--- src/rtl/ps2_rx_fifo_bus.sv ---
// ps2_rx_fifo_bus: PS/2 keyboard receiver with a scan-code FIFO, read through a
// 68k-style asynchronous bus slave.
//
// Optional feature macro: PS2_PREFIX_FOLD_EN
//   When defined, the 0xE0 and 0xF0 prefix bytes are folded into flag bits
//   that are stored with the next byte. The flags of the last popped entry
//   read back at addr 2.
//
// Ports:
//   clk, reset          system clock, asynchronous active-high reset
//   ps2_clk, ps2_data   raw PS/2 pins (asynchronous)
//   cs, ds, rw, addr    bus strobes, direction (1 = read) and register select
//   bus_in              write data
//   bus_out, bus_oe     read data and its output enable
//   dtack               data acknowledge, active low
//   irq                 high while the FIFO holds data
//
// Register map:
//   0 R  FIFO head; a read pops it (reads 0x00 when empty)
//   1 R  {ovf, perr, full, empty, count[3:0]}
//   1 W  bit7 clears ovf, bit6 clears perr, bit0 flushes the FIFO
//   2 R  {6'b0, brk, ext} of the last popped entry (0x00 without prefix folding)
//   3 R  0x00
`timescale 1ns/1ps
module ps2_rx_fifo_bus #(
  parameter int FIFO_DEPTH     = 8,
  parameter int FILTER_LEN     = 4,
  parameter int TIMEOUT_CYCLES = 16384
) (
  input  logic       clk,
  input  logic       reset,
  input  logic       ps2_clk,
  input  logic       ps2_data,
  input  logic       cs,
  input  logic       ds,
  input  logic       rw,
  input  logic [1:0] addr,
  input  logic [7:0] bus_in,
  output logic [7:0] bus_out,
  output logic       bus_oe,
  output logic       dtack,
  output logic       irq
);

  localparam int AW  = $clog2(FIFO_DEPTH);
  localparam int CW  = AW + 1;
  localparam int FCW = $clog2(FILTER_LEN + 1);
  localparam int TW  = $clog2(TIMEOUT_CYCLES + 1);
`ifdef PS2_PREFIX_FOLD_EN
  localparam int EW  = 10;
`else
  localparam int EW  = 8;
`endif

  localparam logic [1:0] RX_IDLE = 2'd0;
  localparam logic [1:0] RX_DATA = 2'd1;
  localparam logic [1:0] RX_PAR  = 2'd2;
  localparam logic [1:0] RX_STOP = 2'd3;

  localparam logic [0:0] B_IDLE = 1'b0;
  localparam logic [0:0] B_ACK  = 1'b1;

  // ---------------- input conditioning ----------------
  logic [1:0]     clk_sync, dat_sync;
  logic           clk_filt;
  logic [FCW-1:0] filt_cnt;
  logic           fall;

  // Lines idle high, so the synchronisers and filter reset high to avoid a
  // spurious edge out of reset.
  always_ff @(posedge clk or posedge reset) begin
    if (reset) begin
      clk_sync <= 2'b11;
      dat_sync <= 2'b11;
    end else begin
      clk_sync <= {clk_sync[0], ps2_clk};
      dat_sync <= {dat_sync[0], ps2_data};
    end
  end

  // The filtered clock follows the synced clock only after FILTER_LEN
  // consecutive samples disagree with it; fall is a one-cycle pulse on a
  // filtered 1->0 transition.
  always_ff @(posedge clk or posedge reset) begin
    if (reset) begin
      clk_filt <= 1'b1;
      filt_cnt <= '0;
      fall     <= 1'b0;
    end else begin
      fall <= 1'b0;
      if (clk_sync[1] != clk_filt) begin
        if (filt_cnt == FCW'(FILTER_LEN - 1)) begin
          clk_filt <= clk_sync[1];
          filt_cnt <= '0;
          fall     <= clk_filt;
        end else begin
          filt_cnt <= filt_cnt + FCW'(1);
        end
      end else begin
        filt_cnt <= '0;
      end
    end
  end

  // ---------------- RX frame FSM ----------------
  logic [1:0]    rx_state;
  logic [2:0]    bit_cnt;
  logic [7:0]    shreg;
  logic          par_bit;
  logic [TW-1:0] tmo_cnt;
  logic          frame_done, frame_ok, timeout;

  always_ff @(posedge clk or posedge reset) begin
    if (reset) begin
      rx_state   <= RX_IDLE;
      bit_cnt    <= '0;
      shreg      <= '0;
      par_bit    <= 1'b0;
      tmo_cnt    <= '0;
      frame_done <= 1'b0;
      frame_ok   <= 1'b0;
      timeout    <= 1'b0;
    end else begin
      frame_done <= 1'b0;
      timeout    <= 1'b0;
      if (fall) begin
        tmo_cnt <= '0;
        case (rx_state)
          RX_IDLE: if (!dat_sync[1]) begin
            rx_state <= RX_DATA;
            bit_cnt  <= '0;
          end
          RX_DATA: begin
            shreg   <= {dat_sync[1], shreg[7:1]};
            bit_cnt <= bit_cnt + 3'd1;
            if (bit_cnt == 3'd7) rx_state <= RX_PAR;
          end
          RX_PAR: begin
            par_bit  <= dat_sync[1];
            rx_state <= RX_STOP;
          end
          default: begin
            // odd parity over data+parity, and a high stop bit
            frame_done <= 1'b1;
            frame_ok   <= (^{shreg, par_bit}) & dat_sync[1];
            rx_state   <= RX_IDLE;
          end
        endcase
      end else if (rx_state != RX_IDLE) begin
        if (tmo_cnt == TW'(TIMEOUT_CYCLES - 1)) begin
          rx_state <= RX_IDLE;
          tmo_cnt  <= '0;
          timeout  <= 1'b1;
        end else begin
          tmo_cnt <= tmo_cnt + TW'(1);
        end
      end else begin
        tmo_cnt <= '0;
      end
    end
  end

  // ---------------- push generation ----------------
  logic          push, perr_set;
  logic [EW-1:0] push_data;

  assign perr_set = frame_done & ~frame_ok;

`ifdef PS2_PREFIX_FOLD_EN
  logic pend_brk, pend_ext, is_e0, is_f0;
  assign is_e0     = (shreg == 8'hE0);
  assign is_f0     = (shreg == 8'hF0);
  assign push      = frame_done & frame_ok & ~is_e0 & ~is_f0;
  assign push_data = {pend_brk, pend_ext, shreg};

  always_ff @(posedge clk or posedge reset) begin
    if (reset) begin
      pend_brk <= 1'b0;
      pend_ext <= 1'b0;
    end else if (timeout || perr_set) begin
      pend_brk <= 1'b0;
      pend_ext <= 1'b0;
    end else if (frame_done && frame_ok) begin
      if (is_e0)      pend_ext <= 1'b1;
      else if (is_f0) pend_brk <= 1'b1;
      else begin
        pend_brk <= 1'b0;
        pend_ext <= 1'b0;
      end
    end
  end
`else
  assign push      = frame_done & frame_ok;
  assign push_data = shreg;
`endif

  // ---------------- FIFO and status ----------------
  logic [EW-1:0] mem [FIFO_DEPTH];
  logic [AW-1:0] wr_ptr, rd_ptr;
  logic [CW-1:0] count;
  logic [4:0]    cnt_ext;
  logic          full, empty, ovf, perr;
  logic [EW-1:0] head;
  logic [0:0]    bus_state;
  logic          access, rd_acc, wr_acc, pop, flush, clr_ovf, clr_perr, do_push;
  logic [7:0]    status, rd_mux;

  assign full     = (count == CW'(FIFO_DEPTH));
  assign empty    = (count == '0);
  assign cnt_ext  = 5'(count);
  assign head     = mem[rd_ptr];
  assign status   = {ovf, perr, full, empty, cnt_ext[3:0]};

  // One pop or register write per bus access: only on the B_IDLE cycle.
  assign access   = (bus_state == B_IDLE) & cs & ds;
  assign rd_acc   = access & rw;
  assign wr_acc   = access & ~rw;
  assign pop      = rd_acc & (addr == 2'd0) & ~empty;
  assign flush    = wr_acc & (addr == 2'd1) & bus_in[0];
  assign clr_ovf  = wr_acc & (addr == 2'd1) & bus_in[7];
  assign clr_perr = wr_acc & (addr == 2'd1) & bus_in[6];
  // A same-cycle pop makes room, so a push into a full FIFO still lands.
  assign do_push  = push & (~full | pop) & ~flush;

  always_ff @(posedge clk) begin
    if (do_push) mem[wr_ptr] <= push_data;
  end

  always_ff @(posedge clk or posedge reset) begin
    if (reset) begin
      wr_ptr <= '0;
      rd_ptr <= '0;
      count  <= '0;
    end else if (flush) begin
      wr_ptr <= '0;
      rd_ptr <= '0;
      count  <= '0;
    end else begin
      if (do_push) wr_ptr <= wr_ptr + AW'(1);
      if (pop)     rd_ptr <= rd_ptr + AW'(1);
      count <= count + CW'(do_push) - CW'(pop);
    end
  end

  // Sticky flags: a same-cycle set beats the clear.
  always_ff @(posedge clk or posedge reset) begin
    if (reset) begin
      ovf  <= 1'b0;
      perr <= 1'b0;
      irq  <= 1'b0;
    end else begin
      if (push && full && !pop && !flush) ovf <= 1'b1;
      else if (clr_ovf)                   ovf <= 1'b0;
      if (perr_set)      perr <= 1'b1;
      else if (clr_perr) perr <= 1'b0;
      irq <= ~empty;
    end
  end

`ifdef PS2_PREFIX_FOLD_EN
  logic [1:0] flags_q;
  always_ff @(posedge clk or posedge reset) begin
    if (reset)    flags_q <= 2'b00;
    else if (pop) flags_q <= head[9:8];
  end
`endif

  always_comb begin
    rd_mux = 8'h00;
    case (addr)
      2'd0: rd_mux = empty ? 8'h00 : head[7:0];
      2'd1: rd_mux = status;
`ifdef PS2_PREFIX_FOLD_EN
      2'd2: rd_mux = {6'b0, flags_q};
`endif
      default: rd_mux = 8'h00;
    endcase
  end

  // ---------------- bus FSM ----------------
  always_ff @(posedge clk or posedge reset) begin
    if (reset) begin
      bus_state <= B_IDLE;
      dtack     <= 1'b1;
      bus_oe    <= 1'b0;
      bus_out   <= 8'h00;
    end else begin
      case (bus_state)
        B_IDLE: if (cs && ds) begin
          bus_state <= B_ACK;
          dtack     <= 1'b0;
          bus_oe    <= rw;
          bus_out   <= rw ? rd_mux : 8'h00;
        end
        default: if (!(cs && ds)) begin
          bus_state <= B_IDLE;
          dtack     <= 1'b1;
          bus_oe    <= 1'b0;
          bus_out   <= 8'h00;
        end
      endcase
    end
  end

  // Write-data bits with no register behind them, and the timeout pulse when
  // prefix folding is off.
  logic unused_bits;
  assign unused_bits = ^{bus_in[5:1], timeout};

endmodule

--- config.mk ---
export PLATFORM = sky130hd
export DESIGN_NAME = ps2_rx_fifo_bus
export DESIGN_NICKNAME = d
export VERILOG_FILES = /design/src/rtl/ps2_rx_fifo_bus.sv
export SDC_FILE = /design/constraint.sdc
export NUM_CORES = 1
export LEC_CHECK = 0
export CORE_ASPECT_RATIO = 2
export CORE_UTILIZATION = 40
export CTS_BUF_LIST = sky130_fd_sc_hd__clkbuf_8
export CTS_CLUSTER_SIZE = 14
export DETAILED_ROUTE_END_ITERATION = 10
export GPL_TIMING_DRIVEN = 0
export PLACE_DENSITY_LB_ADDON = 0.25
export SLEW_MARGIN = 20
export SYNTH_ARGS = -nofsm -noshare
export SYNTH_HDL_FRONTEND = slang
export SYNTH_SLANG_ARGS = --single-unit
--- constraint.sdc ---
create_clock -name clk -period 7.07 [get_ports clk]
set_input_delay 1.414 -clock clk [delete_from_list [all_inputs] [get_ports clk]]
set_output_delay 1.414 -clock clk [all_outputs]
set_load 0.01 [all_outputs]
-- After elaboration in Yosys (flattened, before gate mapping)
Memory sizes are Yosys's and may differ from the RTL's.
Index checks and enable logic that the tools add are counted.
- flip-flop bits (word level): 64
- bits in latches: 0
- bits in writable memories: 64
- memory bits (read-only): 0
- bits of input ports: 17
- memories: 1
- $add $sub $neg: 7
- multipliers: 0
- div/mod/pow operators: 0
- magnitude comparators: 0
- equality and inequality tests: 12
- shift-type cells: 0
- mux-type cells: 41
- bitwise gates (word level): 23
- reduce and logical (&&, ||, !) cells: 27
- memory list (memory ; words ; width ; rd ports ; clocked after memory_dff ; wr ports ; RTL line ; RTL):
    mem ; 8 ; 8 ; 1 ; 0 ; 1 ; 198 ; logic [EW-1:0] mem [FIFO_DEPTH];
- operators by type and width (operator ; number):
    $mux 15 ; 3
    $mux 8 ; 5
    $mux 3 ; 7
    $reduce_bool 2->1 ; 9
    $mux 1 ; 17
    $pmux 8 s2 ; 1
    $add 15x1->15 const B ; 1
    $and 1x1->1 ; 15
    $eq 15x14->1 const B ; 1
    $add 3x1->3 const B ; 4
    $mux 2 ; 5
    $reduce_and 2->1 ; 5
    $reduce_xor 9->1 ; 1
    $not 1->1 ; 7
    $ne 3x3->1 const B ; 2
    $pmux 2 s3 ; 1
    $pmux 3 s2 ; 1
    $add 4x1->4 ; 1
    $eq 2x1->1 const B ; 2
    $eq 4x4->1 const B ; 1
    $logic_and 1x1->1 ; 4
    $logic_not 2->1 ; 2
    $logic_not 4->1 ; 1
    $mux 4 ; 1
    other kinds (11) ; 13

-- Logic depth before layout (Yosys ltp)
- word-level depth: 12
- mapped depth: 13
- depth with buffers taken out: 12

-- Least setup slack after synthesis
No wires, ideal clock.
- kind: in2reg
- start point: in addr[0]
- end point: reg count[2]
- library setup time: 0.132 ns
- arrival: 3.657 ns
- required time: 6.938 ns
- path slack: 3.281 ns
- stages on the path: 10
- buffers on the path: 1
- cell sequence: or3b_1 o41a_1 or3_1 buf_6 ha_1 inv_1 ha_1 fa_1 xnor2_1 nor2_1
- word-level cells in the longest chain between the ends: 9
- elaborated cells on any way between the ends: 13
- classes of those cells: add/sub: 2; eq/ne: 1; mux: 1; bitwise: 8; reduce/logical: 1
- RTL lines (item ; RTL line ; RTL):
    start, declared ; 37 ; input logic [1:0] addr,
    $logic_not 2->1 ; 218 ; assign pop = rd_acc & (addr == 2'd0) & ~empty;
    $and 1x1->1 (2 in a row) ; 218 ;
    $or 1x1->1 ; 223 ; assign do_push = push & (~full | pop) & ~flush;
    $and 1x1->1 (2 in a row) ; 223 ;
    $add 4x1->4 ; 241 ; count <= count + CW'(do_push) - CW'(pop);
    $sub 4x1->4 ; 241 ;
    $mux 4 (*) ; 234 ; end else if (flush) begin
    end signal, assigned ; 241 ;
    end, declared ; 200 ; logic [CW-1:0] count;
Mark *: on every way between the ends. The rest lies on a longest branch, timed or not.
A chain may end at the register's enable or synchronous reset.

-- Final worst setup path
- start point: in rw
- end point: reg count[2]
- word-level cells in the longest chain between the ends: 9
- elaborated cells on any way between the ends: 14
- classes of those cells: add/sub: 2; mux: 1; bitwise: 11
- RTL lines (item ; RTL line ; RTL):
    start, declared ; 36 ; input logic rw,
    $and 1x1->1 or $not 1->1 (tied branches) ; 216, 217 ;
    $and 1x1->1 (on tied branches) ; 218, 217 ;
    $and 1x1->1 (on tied branches) ; 218, 219 ;
    $or 1x1->1 or $and 1x1->1 (tied branches) ; 223, 219 ;
    $and 1x1->1 or $not 1->1 (tied branches) ; 223 ;
    $and 1x1->1 ; 223 ;
    $add 4x1->4 ; 241 ;
    $sub 4x1->4 ; 241 ;
    $mux 4 (*) ; 234 ;
Marked as above.

==> impl_table.tex <==
\begin{tabular}{lr}
\hline
Metric & Value \\
\hline
\multicolumn{2}{l}{\textbf{Clocking}} \\
\quad Sink count of the clock tree & 128 \\
\quad H-tree lvl count & 4 \\
\quad Latest clock arrival within the worst-skew pair & 0.43 ns \\
\quad Clock tree root driver cell & clkbuf\_8 \\
\quad Number of buffers on the longest clock path & 2 \\
\quad PostCTS Resize Cnt & 0 \\
\quad Clock transition at the registers of the reported paths & 0.08 ns \\
\quad TritonCTS clock tree & yes \\
\quad Clock buffer count from CTS & 17 \\
\quad Buffers inserted by post-CTS timing repair & 0 \\
\quad Hold-fix buffer count after cts & 0 \\
\multicolumn{2}{l}{\textbf{Synthesis}} \\
\quad Arithmetic-cell share of the synthesized area counting full adders, half adders and majority gates & 0.0438 \\
\quad Number of distinct library cells after synthesis & 58 \\
\quad Number of instances in the synthesized netlist & 368 \\
\quad Xor/xnor cell area share of the yosys netlist & 0.0404 \\
\quad Synth Area in Compound Gates & 0.0501 \\
\quad Share of flip-flops with an asynchronous set or reset & 0.500 \\
\quad Number of storage elements in the synthesis netlist & 128 \\
\quad Simple logic cell fraction of the synthesized area & 0.0973 \\
\quad Mux contribution to synthesized area & 0.109 \\
\quad Syn Nets & 403 \\
\quad Main combinational cell family by area after synthesis & multiplexers \\
\quad Most used DFF post-synth & edfxtp\_1 \\
\quad Per-instance average area after synthesis & 15.1 um2 \\
\quad Register area share after synthesis & 0.637 \\
\quad Yosys warns & 0 \\
\quad Post-synth EDFFs & 64 \\
\quad Post-Syn Area & 0.00554 mm2 \\
\multicolumn{2}{l}{\textbf{Floorplanning}} \\
\quad Starting utilization of the core area & 0.410 \\
\quad Standard-cell row count & 60 \\
\quad Die Span Y & 168 um \\
\quad Die Area & 0.0144 mm2 \\
\quad Total core area & 0.0135 mm2 \\
\quad Count of pins on the block boundary & 28 \\
\quad Overall die width & 85.2 um \\
\multicolumn{2}{l}{\textbf{Setup path}} \\
\quad Max FO, Critical Path & 9 \\
\quad Type of the setup path with the least slack & input port to flip-flop \\
\quad Slowest-stage cell, CP & clkdlybuf4s50\_1 \\
\quad Worst Reg-to-Reg Cells & 12 \\
\quad Number of buffers and inverters on the critical path & 3 \\
\quad Arrival time at the worst endpoint & 4.41 ns \\
\quad Minimum setup slack among reg-to-reg paths & 3.75 ns \\
\quad Category of the worst setup path capture point & flip-flop \\
\quad Cell class contributing the biggest share of worst-path delay & adder cells \\
\quad Delay of the slowest critical-path stage & 0.57 ns \\
\quad Cell-by-cell listing of the critical path & clkdlybuf4s50\_1 -> or3b\_1 -> o41a\_1 -> or3\_1 -> buf\_6 -> ha\_1 -> inv\_1 -> ha\_1 -> fa\_1 -> xnor2\_1 -> nor2\_1 \\
\quad Required time reported for the critical path endpoint & 7.36 ns \\
\quad Critical Path Most Common Cell & ha\_1 \\
\quad Worst reg2reg path startpoint & count[2] \\
\quad Reg-to-reg critical path endpoint & count[2] \\
\quad Startpoint types & input port \\
\multicolumn{2}{l}{\textbf{Power and ir drop}} \\
\quad Pwr dens & 318 mW/mm2 \\
\quad Peak ir drop on the vdd network & 0.000166 V \\
\quad Static Leakage & 2.49 nW \\
\multicolumn{2}{l}{\textbf{Outcome}} \\
\quad Result of the run & finished clean \\
\multicolumn{2}{l}{\textbf{Detailed routing}} \\
\quad Count of nets left with antenna violations after detail routing & 0 \\
\quad TritonRoute pass-1 iters & 4 \\
\quad Detail-routed via count per cell & 5.31 \\
\quad Wire length reported by the detailed router & 10600 um \\
\quad Mean routed wirelength per cell & 18.4 um \\
\quad Drt initial violations & 178 \\
\quad Detailed-route via count & 3069 \\
\quad Number of design rule violations left after detail routing & 0 \\
\multicolumn{2}{l}{\textbf{STA}} \\
\quad Setup repair after global routing missed its margin & no \\
\quad Worst max-slew margin expressed relative to the limit & 0.443 \\
\quad Final max-slew violation count & 0 \\
\quad Final-report setup violation count & 0 \\
\quad Worst slew pin tran & 0.834 ns \\
\quad Final worst-path cycle share & 0.584 \\
\quad Minimum period implied by the final worst setup slack & 4.13 ns \\
\quad Clock Skew & 0.0162 ns \\
\quad Crit path setup slack, layout & 2.94 ns \\
\quad Worst hold-check slack & 0.359 ns \\
\quad Setup TNS & 0 ns \\
\quad Final Hold Fails & 0 \\
\quad F\_max & 242 MHz \\
\multicolumn{2}{l}{\textbf{Placement}} \\
\quad Half-perimeter wire length of the detailed placement result & 7800 um \\
\quad Pre-CTS setup slack & 2.51 ns \\
\quad Routability cong. & 0.764 \\
\quad Number of buffer cells added on primary ports & 22 \\
\multicolumn{2}{l}{\textbf{Hold path}} \\
\quad Hold crit path type & flip-flop to flip-flop \\
\quad Endpoint of the worst hold-timing path & clk\_sync[1] \\
\quad Hold wc startpoint & clk\_sync[0] \\
\quad Hold-critical path depth & 0 \\
\multicolumn{2}{l}{\textbf{GRT}} \\
\quad Global-route wire length before repair & 17300 um \\
\quad Number of global-route vias before repair & 3342 \\
\quad Initial antenna violation count & 0 \\
\quad Pin count of the biggest net entering global routing & 56 \\
\quad Tot GR Track Use & 0.165 \\
\quad Total global routing overflow & 0 \\
\multicolumn{2}{l}{\textbf{Flow run}} \\
\quad Max cap viols & 0 \\
\multicolumn{2}{l}{\textbf{Cells and area}} \\
\quad Number of nets in the layout & 445 \\
\quad Area growth, synth to finish & 16.1\% \\
\quad Antenna diode instance count & 0 \\
\quad Fraction of final layout cells with drive strength greater than 1 & 0.191 \\
\hline
\end{tabular}
## state kept, by name, indices dropped and copies added, names as in the netlist, 3 cells and up
signal and cells:
filt_cnt 3, count 4, mem 64, rd_ptr 3
wr_ptr 3, bus_out 8, bit_cnt 3, tmo_cnt 15
push_data 8
## final cells by class
type	count	area, um2
Fill cell	1196	7080
Inverter	16	62.6
Clock inverter	15	183
Timing Repair Buffer	23	248
Buffer	14	63.8
Multi-Input combinational cell	210	1920
Sequential cell	128	3530
Clock buffer	17	234
Tap cell	155	194
## where the power goes
part           switching (mW)  leakage [nW]  internal (mW)
logic                   0.226         0.868          0.238
registers              0.0691          1.42          0.855
clock network           0.305         0.201          0.353
total                   0.600          2.49           1.45
## stage by stage
stage	power, mW	std cells	instance area [um2]	utilization
after floorplan	1.28	368	5540	-
after global placement	1.39	545	5960	0.441
after detailed placement	1.41	546	6020	0.445
after CTS	2.08	578	6440	0.476
after global routing	2.17	578	6440	0.476
final	2.05	578	6440	0.476
## routing by layer
metal	part of all wire	GRT usage
met2	0.63	0.339
met3	0.018	0.0453
met4	0.023	0.0634
met1	0.33	0.144
met5	0	0
## cell usage after synthesis (all sizes together), types with 7 or more instances
| library cell | number | share of area |
|---|---|---|
| ha | 17 | 0.038 |
| xnor2 | 16 | 0.025 |
| nor2 | 25 | 0.017 |
| o21ai | 11 | 0.0099 |
| inv | 16 | 0.011 |
| xor2 | 7 | 0.011 |
| nand2 | 12 | 0.0081 |
| mux2i | 11 | 0.020 |
| mux4 | 16 | 0.065 |
| buf | 8 | 0.0074 |
| dfrtp | 58 | 0.26 |
| edfxtp | 64 | 0.35 |
| mux2 | 12 | 0.024 |
## worst max-delay path by stage
| stage | startpoint | end | slack (ns) | cells past startpoint |
|---|---|---|---|---|
| after floorplan | addr[0] | count[2] | 3.28 | 10 |
| after CTS | rw | count[2] | 2.97 | 11 |
| after global routing | rw | count[2] | 2.81 | 11 |
| after global placement | rw | mem[6][5] | 2.25 | 6 |
| after detailed placement | rw | count[2] | 2.51 | 11 |
| final | rw | count[2] | 2.94 | 11 |
## layout by cell type (no fill, tap or decap), drive strengths merged, types with 5 or more instances in the layout
| cell | count |
|---|---|
| nand4 | 6 |
| nand2 | 12 |
| nor3 | 5 |
| nand3 | 6 |
| edfxtp | 64 |
| xnor2 | 16 |
| clkdlybuf4s50 | 22 |
| mux2i | 11 |
| ha | 17 |
| o21ai | 11 |
| inv | 20 |
| xor2 | 7 |
| buf | 9 |
| a22oi | 6 |
| mux2 | 12 |
| clkbuf | 23 |
| dfstp | 6 |
| clkinv | 5 |
| dfrtp | 58 |
| mux4 | 16 |
| nor2 | 25 |
| a21oi | 6 |
| o31ai | 5 |
## cell families (layout without fill, tap and decap cells)
| kind of cell | after synthesis | in the layout |
|---|---|---|
| xor+xnor | 24 | 24 |
| buf+inv | 30 | 85 |
| fa+ha+maj | 19 | 19 |
| compound gates | 40 | 40 |
| simple gates | 88 | 88 |
| mux | 39 | 39 |
| flops | 128 | 128 |
Note: power is estimated with default switching activity, not from simulation.
